**src/rtl/ps2_arrow_keys.sv**
```systemverilog
// PS/2 keyboard receiver in the pixel clock domain; decodes extended arrow-key
// make/break sequences into held-level left/right/up/down outputs.
module ps2_arrow_keys #(
  parameter int unsigned SYNC_STAGES    = 2,
  parameter int unsigned TIMEOUT_CYCLES = 25000
) (
  input  logic       iVGA_CLK,
  input  logic       iRST_n,
  input  logic       iPS2_CLK,
  input  logic       iPS2_DAT,
  output logic       left,
  output logic       right,
  output logic       up,
  output logic       down,
  output logic [7:0] oBYTE,
  output logic       oBYTE_VALID,
  output logic       oERR
);

  localparam int unsigned TO_W = $clog2(TIMEOUT_CYCLES);
  localparam logic [TO_W-1:0] TO_LAST = TO_W'(TIMEOUT_CYCLES - 1);

  typedef enum logic [1:0] {
    S_IDLE,
    S_DATA,
    S_PARITY,
    S_STOP
  } state_t;

  state_t                 state, state_nx;
  logic [SYNC_STAGES-1:0] clk_sync;
  logic [SYNC_STAGES-1:0] dat_sync;
  logic                   clk_prev;
  logic [2:0]             bit_cnt;
  logic [7:0]             shift;
  logic                   par_bit;
  logic [TO_W-1:0]        to_cnt;
  logic                   ext;
  logic                   brk;

  logic fall_c;
  logic dat_c;
  logic timeout_c;
  logic frame_done_c;
  logic frame_good_c;

  assign dat_c     = dat_sync[SYNC_STAGES-1];
  assign fall_c    = clk_prev & ~clk_sync[SYNC_STAGES-1];
  assign timeout_c = (state != S_IDLE) && !fall_c && (to_cnt == TO_LAST);

  // Receiver next-state; a falling edge wins over a coincident timeout.
  always_comb begin
    state_nx     = state;
    frame_done_c = 1'b0;
    frame_good_c = 1'b0;
    if (timeout_c) begin
      state_nx = S_IDLE;
    end else if (fall_c) begin
      case (state)
        S_IDLE:   if (!dat_c) state_nx = S_DATA;
        S_DATA:   if (bit_cnt == 3'd7) state_nx = S_PARITY;
        S_PARITY: state_nx = S_STOP;
        S_STOP: begin
          state_nx     = S_IDLE;
          frame_done_c = 1'b1;
          frame_good_c = (^{shift, par_bit}) & dat_c;
        end
        default:  state_nx = S_IDLE;
      endcase
    end
  end

  always_ff @(posedge iVGA_CLK) begin
    if (!iRST_n) begin
      state <= S_IDLE;
    end else begin
      state <= state_nx;
    end
  end

  // Synchronisers, shift/parity capture and the inter-edge timeout counter.
  always_ff @(posedge iVGA_CLK) begin
    if (!iRST_n) begin
      clk_sync <= '1;
      dat_sync <= '1;
      clk_prev <= 1'b1;
      bit_cnt  <= 3'd0;
      shift    <= 8'd0;
      par_bit  <= 1'b0;
      to_cnt   <= '0;
    end else begin
      clk_sync <= {clk_sync[SYNC_STAGES-2:0], iPS2_CLK};
      dat_sync <= {dat_sync[SYNC_STAGES-2:0], iPS2_DAT};
      clk_prev <= clk_sync[SYNC_STAGES-1];
      to_cnt   <= (state == S_IDLE || fall_c) ? '0 : to_cnt + TO_W'(1);
      if (fall_c) begin
        case (state)
          S_IDLE:   bit_cnt <= 3'd0;
          S_DATA: begin
            shift   <= {dat_c, shift[7:1]};
            bit_cnt <= bit_cnt + 3'd1;
          end
          S_PARITY: par_bit <= dat_c;
          default:  ;
        endcase
      end
    end
  end

  // Byte reporting and arrow-key decode; keys change alongside oBYTE_VALID.
  always_ff @(posedge iVGA_CLK) begin
    if (!iRST_n) begin
      oBYTE       <= 8'd0;
      oBYTE_VALID <= 1'b0;
      oERR        <= 1'b0;
      ext         <= 1'b0;
      brk         <= 1'b0;
      left        <= 1'b0;
      right       <= 1'b0;
      up          <= 1'b0;
      down        <= 1'b0;
    end else begin
      oBYTE_VALID <= frame_good_c;
      oERR        <= (frame_done_c & ~frame_good_c) | timeout_c;
      if (frame_good_c) begin
        oBYTE <= shift;
        case (shift)
          8'hE0: ext <= 1'b1;
          8'hF0: brk <= 1'b1;
          default: begin
            if (ext) begin
              case (shift)
                8'h75:   up    <= ~brk;
                8'h72:   down  <= ~brk;
                8'h6B:   left  <= ~brk;
                8'h74:   right <= ~brk;
                default: ;
              endcase
            end
            ext <= 1'b0;
            brk <= 1'b0;
          end
        endcase
      end else if (frame_done_c || timeout_c) begin
        ext <= 1'b0;
        brk <= 1'b0;
      end
    end
  end

endmodule

```
**config.mk**
```make
export PLATFORM = sky130hd
export DESIGN_NAME = ps2_arrow_keys
export DESIGN_NICKNAME = d
export VERILOG_FILES = /design/src/rtl/ps2_arrow_keys.sv
export SDC_FILE = /design/constraint.sdc
export NUM_CORES = 1
export LEC_CHECK = 0
export CAP_MARGIN = 20
export CORE_ASPECT_RATIO = 0.9
export CORE_MARGIN = 2
export CORE_UTILIZATION = 41
export DETAILED_ROUTE_END_ITERATION = 8
export SLEW_MARGIN = 20
export SYNTH_ARGS = -nofsm -noshare
export SYNTH_HDL_FRONTEND = slang
export SYNTH_SLANG_ARGS = --single-unit
```
**constraint.sdc**
```tcl
create_clock -name iVGA_CLK -period 4.9 [get_ports iVGA_CLK]
set_input_delay 0.49 -clock iVGA_CLK [delete_from_list [all_inputs] [get_ports iVGA_CLK]]
set_output_delay 0.49 -clock iVGA_CLK [all_outputs]
set_load 0.1 [all_outputs]
```
==> results.md <==
- Post-synthesis simple-gate area fraction: 27.0%
- Initial Util: 43.3%
- WP buf/inv: 1
- EDFF count, synth: 0
- Required @ worst endpoint: 4.41 ns
- Setup Fix Bufs, Post-CTS: 0
- Vias in the first global route: 1449
- Worst path top cell family by delay: buffers and inverters
- Power density cells: 291 nW/um^2
- Routability cong.: 0.746
- Global Route Usage Sum: 16.2%
- Internal power: 0.564 mW
- Number of gates resized after CTS: 0
- Final layout net count: 266
- Adder-cell share of the synthesized area: 4.08%
- Worst-skew pair later-pin latency: 0.31 ns
- Most frequent cells in the layout: dfxtp_1 (50), nand2_1 (36), nor2_1 (22)
- Worst IR Drop VDD: 191 uV
- CTS Buf Count: 5
- Die area: 5830 um^2
- RSZ-0062 raised after global routing: no
- Largest family of logic cells by synthesized area: simple AND/OR/NAND/NOR gates
- Port buffer count: 17
- Layout cells sized above 1: 3.52%
- Worst path cell trace: clkdlybuf4s50_1
- CP max FO: 2
- Comb pwr share: 1.9%
- Final TNS setup: 0 ns
- Placed cell count: 313
- Syn Area/Cell: 8.87 um^2
- Worst Hold Class: flop to flop
- CTS tree: yes
- Crit path max-delay cell type: clkdlybuf4s50_1
- Pins Over Slew Limit: 0
- Drt wl/cell: 13.5 um
- Layout Skew: 0.0101 ns
- Synth cell types: 36
- Hold Buf Count CTS: 0
- Final hold violations: 0
- Synthesized netlist cell count: 242
- Clk slew on worst S/H paths: 0.10 ns
- Max_slew headroom: 33.0%
- Compound-Gate Fraction of Synth Area: 8.86%
- Core Footprint: 4950 um^2
- Crit Path Class: flop to output port
- Routed WL: 4.34 mm
- Clock Tree Buf Depth: 2
- 1st-iter DRT viols: 103
- Final clock period utilization by the worst path: 47.6%
- Post-DR vias/cell: 5.15
- Critical Path Start Type: flop
- Ys async rst share: 0%
- Die Width: 80.3 um
- Post-Synth XOR/XNOR Area: 7.87%
- Global route overflow: 0
- Chip height: 72.6 um
- Ys Warns: 0
- MaxCap Viol Count: 0
- Mux cell area share after synthesis: 2.10%
- Ys flop type: dfxtp_1
- Ports: 18
- Initial antenna violation count: 0
- LEAKAGE: 0.845 nW
- Crit end category: output port
- CP peak stage delay: 1.15 ns
- Row cnt: 24
- First-pass GRT wire length: 7.22 mm
- Commonest non-fill, non-tap cell in the layout: dfxtp_1
- Antenna fix cells: 0
- Antenna-violating nets left: 0
- FF+latch count, synth: 50
- Pin count of the biggest net entering global routing: 32
- Post-Synthesis Net Count: 253
- DRC: 0
- Arr. time, crit path: 1.84 ns
- CTS Sinks: 50
- Sequential share of the synthesized area: 46.6%
- Fmax: 428 MHz
- Switching power of the nets: 0.151 mW
- H-tree lvl count: 2
- Hpwl dp: 2.95 mm
- Slew @ Worst Pin: 1.00 ns
- DRT Pass-1 Iters: 4
- Tmin final: 2.33 ns
- Non-filler cells, final: 321
- Sw Share: 21.1%
- Status: finished, final reports clean
- DR vias: 1652
- Area grow syn2layout: 14.6%
- Flop pwr share: 57.2%
- Synthesized area: 2150 um^2
- Final setup vio count: 0
- Clock root cell: clkbuf_8
- Clock share of power: 40.9%
-- cells by family (layout without fill, tap and decap cells) --
| logic type | count (synthesis) | in the layout |
|---|---|---|
| buf+inv | 17 | 31 |
| mux | 4 | 4 |
| fa+ha+maj | 7 | 7 |
| simple gates | 115 | 115 |
| xor+xnor | 16 | 16 |
| compound gates | 33 | 33 |
| flops | 50 | 50 |
-- cells in the mapped netlist (all sizes together) (5+ instances only) --
cell	n	share of area, %
nand2b	7	2.0
nor2	22	3.8
ha	7	4.1
dfxtp	50	47
nand3	14	3.3
nand2	36	6.3
xor2	9	3.7
nand4	8	2.3
a21oi	14	3.3
inv	6	1.0
o21ai	11	2.6
clkbuf	7	1.3
xnor2	5	2.0
-- metrics by stage --
stage                     setup slack (ns)  power (mW)  util [%]  cell area [um^2]  hold slack, ns
after detailed placement              2.35       0.432      47.3              2350           0.393
final                                 2.57       0.715      49.6              2460           0.407
after global routing                  2.43       0.742      49.6              2460           0.440
after floorplan                       3.11       0.427         -              2150           0.386
after CTS                             2.55       0.723      49.6              2460           0.411
after global placement                2.33       0.432      47.3              2350           0.389
-- area by class of cell --
class                   instances  area, um^2
inverters                       6        22.5
well taps                      65        81.3
fillers                       492        2490
multi-input cells             175        1070
flip-flops and latches         50        1000
repair buffers                 17         170
clock buffers                   5        68.8
clock inverters                 3        45.0
-- final timing paths --
check / endpoint / startpoint / cells after the start / slack [ns]
setup / recovery: left / left / 1 / 2.57
hold / removal: clk_sync[1] / clk_sync[0] / 1 / 0.41
setup reg to reg: ext / shift[7] / 5 / 2.86
hold reg to reg: clk_sync[1] / clk_sync[0] / 1 / 0.41
-- registers in the layout, summed over array words and instances, names as in the netlist --
signal	flops
clk_prev	1
up	1
to_cnt	15
state	2
oERR	1
oBYTE_VALID	1
oBYTE	8
par_bit	1
left	1
ext	1
right	1
clk_sync	2
shift	8
down	1
dat_sync	2
brk	1
bit_cnt	3
-- routing by layer --
layer / vias up / part of all wire [%] / global-route usage (%)
li1: 862 / - / -
met5: - / 0 / 0
met3: 6 / 3.3 / 4.08
met1: 755 / 57 / 25.9
met2: 29 / 38 / 20.2
met4: 0 / 1.4 / 6.21
-- power groups by stage --
| stage | clock [mW] | sequential, mW | combinational [mW] |
|---|---|---|---|
| final | 0.293 | 0.409 | 0.0137 |
| after global routing | 0.317 | 0.409 | 0.0155 |
| after CTS | 0.300 | 0.409 | 0.0139 |
| after detailed placement | 0 | 0.418 | 0.0137 |
| after global placement | 0 | 0.418 | 0.0137 |
| after floorplan | 0 | 0.418 | 0.00911 |
(Power assumes the default switching activity.)
